[src/rtl/cbc_cipher_serializer.sv]
// Output stage of the CBC PRESENT encipher: captures a ciphertext frame in one cycle,
// streams it one block per valid/ready transfer, and publishes the final block as the next IV.
module cbc_cipher_serializer #(
    parameter int NUM_BLOCKS = 8,
    parameter int BLOCK_W    = 16
) (
    input  logic                              clk,
    input  logic                              reset,
    input  logic                              load,
    input  logic [NUM_BLOCKS*BLOCK_W-1:0]     ciphertext,
    output logic                              load_ready,
    output logic                              out_valid,
    input  logic                              out_ready,
    output logic [BLOCK_W-1:0]                out_data,
    output logic [$clog2(NUM_BLOCKS)-1:0]     out_index,
    output logic                              out_last,
    output logic [BLOCK_W-1:0]                next_iv,
    output logic                              iv_valid
);

    localparam int IDX_W   = $clog2(NUM_BLOCKS);
    localparam int FRAME_W = NUM_BLOCKS * BLOCK_W;
    localparam logic [IDX_W-1:0] LAST_IDX = IDX_W'(NUM_BLOCKS - 32'sd1);

    localparam logic [0:0] ST_IDLE = 1'b0;
    localparam logic [0:0] ST_SEND = 1'b1;

    logic [0:0]         state_r;
    logic [FRAME_W-1:0] shadow_r;
    logic               xfer_s;
    logic [IDX_W-1:0]   next_idx_s;

    // Block 0 sits in the most significant slice of the frame.
    function automatic logic [BLOCK_W-1:0] block_at(input logic [FRAME_W-1:0] frame,
                                                    input logic [IDX_W-1:0]   idx);
        return frame[(NUM_BLOCKS - 32'sd1 - int'(idx)) * BLOCK_W +: BLOCK_W];
    endfunction

    // Handshake decode and index increment.
    always_comb begin
        xfer_s     = out_valid & out_ready;
        next_idx_s = out_index + IDX_W'(1'b1);
    end

    // Capture/stream state machine; every output is driven from a register here.
    always_ff @(posedge clk) begin
        if (reset) begin
            state_r    <= ST_IDLE;
            shadow_r   <= {FRAME_W{1'b0}};
            load_ready <= 1'b1;
            out_valid  <= 1'b0;
            out_data   <= {BLOCK_W{1'b0}};
            out_index  <= {IDX_W{1'b0}};
            out_last   <= 1'b0;
            next_iv    <= {BLOCK_W{1'b0}};
            iv_valid   <= 1'b0;
        end else begin
            case (state_r)
                ST_IDLE: begin
                    iv_valid <= 1'b0;
                    if (load) begin
                        state_r    <= ST_SEND;
                        shadow_r   <= ciphertext;
                        load_ready <= 1'b0;
                        out_valid  <= 1'b1;
                        out_index  <= {IDX_W{1'b0}};
                        out_data   <= block_at(ciphertext, {IDX_W{1'b0}});
                        out_last   <= 1'b0;
                    end
                end
                ST_SEND: begin
                    iv_valid <= 1'b0;
                    if (xfer_s) begin
                        if (out_index == LAST_IDX) begin
                            // out_data keeps the last block; sinks qualify with out_valid.
                            state_r    <= ST_IDLE;
                            load_ready <= 1'b1;
                            out_valid  <= 1'b0;
                            out_index  <= {IDX_W{1'b0}};
                            out_last   <= 1'b0;
                            next_iv    <= block_at(shadow_r, LAST_IDX);
                            iv_valid   <= 1'b1;
                        end else begin
                            out_index <= next_idx_s;
                            out_data  <= block_at(shadow_r, next_idx_s);
                            out_last  <= (next_idx_s == LAST_IDX);
                        end
                    end
                end
                default: begin
                    state_r    <= ST_IDLE;
                    load_ready <= 1'b1;
                    out_valid  <= 1'b0;
                    out_index  <= {IDX_W{1'b0}};
                    out_last   <= 1'b0;
                    iv_valid   <= 1'b0;
                end
            endcase
        end
    end

endmodule
[config.mk]
export PLATFORM = sky130hd
export DESIGN_NAME = cbc_cipher_serializer
export DESIGN_NICKNAME = d
export VERILOG_FILES = /design/src/rtl/cbc_cipher_serializer.sv
export SDC_FILE = /design/constraint.sdc
export NUM_CORES = 1
export LEC_CHECK = 0
export ABC_AREA = 1
export CELL_PAD_IN_SITES_DETAIL_PLACEMENT = 2
export CELL_PAD_IN_SITES_GLOBAL_PLACEMENT = 2
export CORE_MARGIN = 2
export CORE_UTILIZATION = 25
export DETAILED_ROUTE_END_ITERATION = 6
export GPL_ROUTABILITY_DRIVEN = 0
export PLACE_DENSITY = 0.81
export SKIP_LAST_GASP = 1
export SYNTH_ARGS = -nofsm -noshare
export SYNTH_HDL_FRONTEND = slang
export SYNTH_SLANG_ARGS = --single-unit
[constraint.sdc]
create_clock -name clk -period 1.9 [get_ports clk]
set_input_delay 0.19 -clock clk [delete_from_list [all_inputs] [get_ports clk]]
set_output_delay 0.19 -clock clk [all_outputs]
set_load 0.005 [all_outputs]
Word level (Yosys, flattened, before mapping)

Cells that the tools add are included.

Register bits: 168
Word-level logic and storage cells: 51

Shift operators: 1
Bitwise logic cells: 2
Reduce and logical (&&, ||, !) cells: 5
$add $sub $neg: 2
Equal/unequal tests: 6
Muxes and demuxes: 26

Operators with widths:

| cell                | count |
|---|---|
| $shiftx 128x8->16   | 1 |
| $mux 16             | 3 |
| $pmux 16 s2         | 1 |
| $mux 1              | 13 |
| $pmux 1 s2          | 5 |
| $mux 3              | 3 |
| $reduce_and 3->1    | 3 |
| $eq 3x3->1 const B  | 2 |
| $pmux 3 s2          | 1 |
| $ne 2x1->1 const B  | 2 |
| $ne 2x2->1 const B  | 2 |
| $reduce_and 2->1    | 2 |
| $sub 3x3->4 const A | 1 |
| $add 3x1->3 const B | 1 |
| $and 1x1->1         | 1 |
| $not 1->1           | 1 |

Depth between registers and ports, before layout

Depth in word-level cells: 6
Depth in mapped cells: 11
Depth with buffers taken out: 7

Least setup slack after synthesis

OpenSTA, ideal clock, no wires.

Path kind: reg-to-reg
From: register out_index[0]
To: register out_data[10]
Stages on the path, launching flop included: 12
Period minus slack after synthesis: 1878 ps
Library setup time: 66 ps
Setup slack: 22 ps
Arrival time: 1811 ps
Path through: dfxtp_1 > inv_2 > buf_2 > buf_2 > ha_1 > buf_2 > inv_1 > buf_2 > nand3_1 > nand3_1 > nand3_1 > a21oi_2

Word-level cells in the longest chain between the ends: 6

Ends and longest elaborated chain:

| what                     | RTL line | source |
|---|---|---|
| start: declaration       | 15       | `output logic [$clog2(NUM_BLOCKS)-1:0] out_index,` |
| start signal: assignment | 53       | `out_index <= {IDX_W{1'b0}};` |
| start signal: assignment | 66       | `out_index <= {IDX_W{1'b0}};` |
| start signal: assignment | 79       | `out_index <= {IDX_W{1'b0}};` |
| $add 3x1->3              | 42       | `next_idx_s = out_index + IDX_W'(1'b1);` |
| $sub 3x3->4              | 36       | `return frame[(NUM_BLOCKS - 32'sd1 - int'(idx)) * BLOCK_W +: BLOCK_W];` |
| $shiftx 128x8->16        | 36       |  |
| $mux 16                  | 74       | `if (out_index == LAST_IDX) begin` |
| $mux 16                  | 73       | `if (xfer_s) begin` |
| $pmux 16 s2              | 58       | `case (state_r)` |
| end signal: assignment   | 52       | `out_data <= {BLOCK_W{1'b0}};` |
| end signal: assignment   | 67       | `out_data <= block_at(ciphertext, {IDX_W{1'b0}});` |
| end signal: assignment   | 85       | `out_data <= block_at(shadow_r, next_idx_s);` |
| end: declaration         | 14       | `output logic [BLOCK_W-1:0] out_data,` |

Several ways; a longest one is shown, not always the timed one. The select of a mux whose other input is x is not followed.
A chain may end at the register's enable or synchronous reset.

Final worst setup path

From: register out_index[1]
To: register next_iv[6]

Word-level cells in the longest chain between the ends: 2

Ends and longest elaborated chain:

| what                              | RTL line | source |
|---|---|---|
| $eq 3x3->1                        | 74       |  |
| $reduce_and 3->1 (no source line) | -        |  |
| end signal: assignment            | 55       | `next_iv <= {BLOCK_W{1'b0}};` |
| end signal: assignment            | 81       | `next_iv <= block_at(shadow_r, LAST_IDX);` |
| end: declaration                  | 17       | `output logic [BLOCK_W-1:0] next_iv,` |

No other way between the ends.

==> key figures <==
STA
  – Post-Route Skew: 15.1 ps
  – Final Cycle Share: 0.948
  – TNS Setup: 0 ps
  – Max-slew headroom: 0.565
  – Slew Viols, Final: 0
  – Tightest Pin Transition: 652 ps
  – Fmax: 555 MHz
  – Fin crit period: 1800 ps
  – Final WS setup: 98.3 ps
  – Final Hold Violating Endpoints: 0
  – Count of final setup violators: 0

Pwr
  – Peak supply drop: 0.552 mV
  – Gate power share: 0.144
  – Switching Share: 0.275
  – Static Leak: 3.98 nW
  – Clock power frac: 0.426
  – Seq pwr share: 0.430
  – P_int: 6.49 mW
  – P per Cell Area: 887 nW/um^2
  – Net Switching: 2.46 mW

Clocking
  – CTS clk-pin slew, worst paths: 80 ps
  – CTS tree: built
  – Num CTS Buffers: 17
  – CTS Root Cell: clkbuf_16
  – CTS H-tree lvls: 4
  – Clock Latency Late Sink: 440 ps
  – TritonCTS sink count: 168
  – # hold bufs at CTS: 0
  – Post CTS Setup Buffer Count: 0
  – CTS Buffer Depth: 2

Floorplan
  – IO Pins: 171
  – Core ar.: 28800 um^2
  – Row Count: 62
  – Die width: 175 um
  – Die extent in y: 175 um
  – Die ar.: 30700 um^2
  – Starting Density: 0.255

Logic synthesis
  – Post-Syn Nets: 1125
  – Avg Synthesized Cell Area: 7.41 um^2
  – Cells after Synth: 989
  – Yosys reg bits: 168
  – Synth top area share: 0.459
  – Synth area leader: dfxtp_1
  – Netlist Area Pre-Place: 7330 um^2
  – Top post-synthesis cells by area: dfxtp_1, a21oi_1, nand3_1
  – Synth warn: 0
  – Post-synthesis cell type count: 24
  – Seq/Total Area, Yosys: 0.459

Drt
  – Final WL: 28.3 mm
  – # DRC: 0
  – Iter 0 DRT Violations: 321
  – Wire length per cell: 18.5 um
  – Vias/cell: 4.73
  – ANT nets after route: 0
  – First-pass DRT Iterations: 4
  – Via count: 7224

Outcome
  – Outcome: completed

Global routing
  – Remaining global-route overflow: 0
  – Antenna violations before repair: 0
  – First-pass GRT wire length: 44.5 mm
  – Vias in the first global route: 7710
  – Global Route Usage Sum: 0.188
  – Largest net degree at the start of global routing: 95

Place
  – IO Port Bufs: 170
  – Post-Place Setup Slack: -45.2 ps
  – Post-DP HPWL: 20.0 mm
  – Area post-placement: 9430 um^2

Worst setup path
  – WP data arrival: 2180 ps
  – Critical Path RT: 2280 ps
  – Worst Path Max Fanout: 16
  – Critical path endpoint category: flip-flop
  – CP Class: flip-flop to flip-flop
  – Worst Setup Start Kind: flip-flop

Cells and area
  – Antenna diodes: 0
  – Final core occ: 0.350
  – Final net count: 1265
  – Post-route design area: 10100 um^2
  – Area Growth Syn to Fin: 37.6%
  – Share of layout cells above drive strength 1: 0.0806
  – Fill cells: 3311

Flow run
  – Max-cap viol count: 0

Worst hold path
  – Hold/Removal Path Class: primary input to flip-flop
-- area by class of cell --
| type | instances | area (um^2) | share of cell area |
|---|---|---|---|
| clock buffer | 17 | 425 | 0.0422 |
| sequential | 168 | 3360 | 0.334 |
| timing repair buffer | 197 | 2030 | 0.202 |
| tap | 384 | 480 | 0.0476 |
| multi-input combinational | 606 | 3040 | 0.301 |
| inverter | 139 | 538 | 0.0533 |
| clock inverter | 15 | 209 | 0.0207 |
-- power by group through the flow --
stage	Sequential [mW]	Combinational (mW)	Clock, mW
after floorplan	3.91	0.660	0
after global placement	3.92	1.24	0
after detailed placement	3.93	1.28	0
after CTS	3.85	1.30	3.92
after global routing	3.88	1.44	4.07
final	3.85	1.29	3.81
-- synth_stat cells (all sizes together) --
cell    count
clkbuf     25
bufinv      1
ha          4
buf        52
o21ai     164
nor2        1
inv       138
a211oi      1
a21oi     183
nand3     115
dfxtp     168
nor3        1
nand2     136
-- logic make-up (layout without fill, tap and decap cells) --
kind of cell    Yosys count  in the layout  synth area share
simple gates            253            254             0.155
flops                   168            168             0.459
compound gates          348            348             0.251
fa+ha+maj                 4              4           0.00683
buf+inv                 216            368             0.128
-- registers in the layout, indices dropped and copies added, names as in the netlist --
name / count
shadow_r: 128
next_iv: 16
out_data: 16
out_index: 3
iv_valid: 1
load_ready: 1
out_last: 1
out_valid: 1
state_r: 1
-- stage by stage --
step / cells / hold slack (ps) / power (mW)
final: 1526 / 362 / 8.95
after global routing: 1526 / 353 / 9.38
after CTS: 1525 / 336 / 9.07
after detailed placement: 1493 / 447 / 5.21
after global placement: 1493 / 438 / 5.16
after floorplan: 989 / 259 / 4.57
-- layer usage --
| layer | global-route usage | vias up | part of all wire |
|---|---|---|---|
| met5 | 0 | - | 0 |
| met4 | 0.0448 | 0 | 0.010 |
| met3 | 0.0392 | 17 | 0.043 |
| met2 | 0.317 | 134 | 0.48 |
| met1 | 0.244 | 3536 | 0.46 |
| li1 | - | 3537 | - |
-- cells in the final DEF (no fill, tap or decap), types with 2 or more instances in the layout --
master and instances:
a21oi_1 163, a21oi_2 20, buf_12 10, buf_4 16
bufinv_16 3, clkbuf_16 17, clkdlybuf4s50_1 170, clkinv_4 3
dfxtp_1 167, ha_1 4, inv_1 134, inv_2 3
inv_6 3, inv_8 4, nand2_1 134, nand3_1 114
o21ai_0 96, o21ai_1 66, o21ai_4 2
-- final timing paths --
| check | slack [ps] | depth (start not counted) | end | startpoint |
|---|---|---|---|---|
| max | 100 | 6 | next_iv[6] | out_index[1] |
| min | 360 | 3 | shadow_r[78] | ciphertext[78] |
| max reg2reg | 100 | 6 | next_iv[6] | out_index[1] |
| min reg2reg | 460 | 2 | shadow_r[84] | shadow_r[84] |
-- critical path, stage by stage, from the launching register on --
cell	delay [ps]
dfxtp_1	410
ha_1	230
ha_1	170
inv_1	130
nor2_2	560
o21ai_1	120
a21oi_1	120
-- what timing repair did --
| item | CTS | global route |
|---|---|---|
| gates cloned | 0 | 1 |
| setup endpoints to repair | 2 | 36 |
| gates resized for setup | 2 | 3 |
| pin swaps | 1 | 1 |
Note: power is estimated with default switching activity, not from simulation.
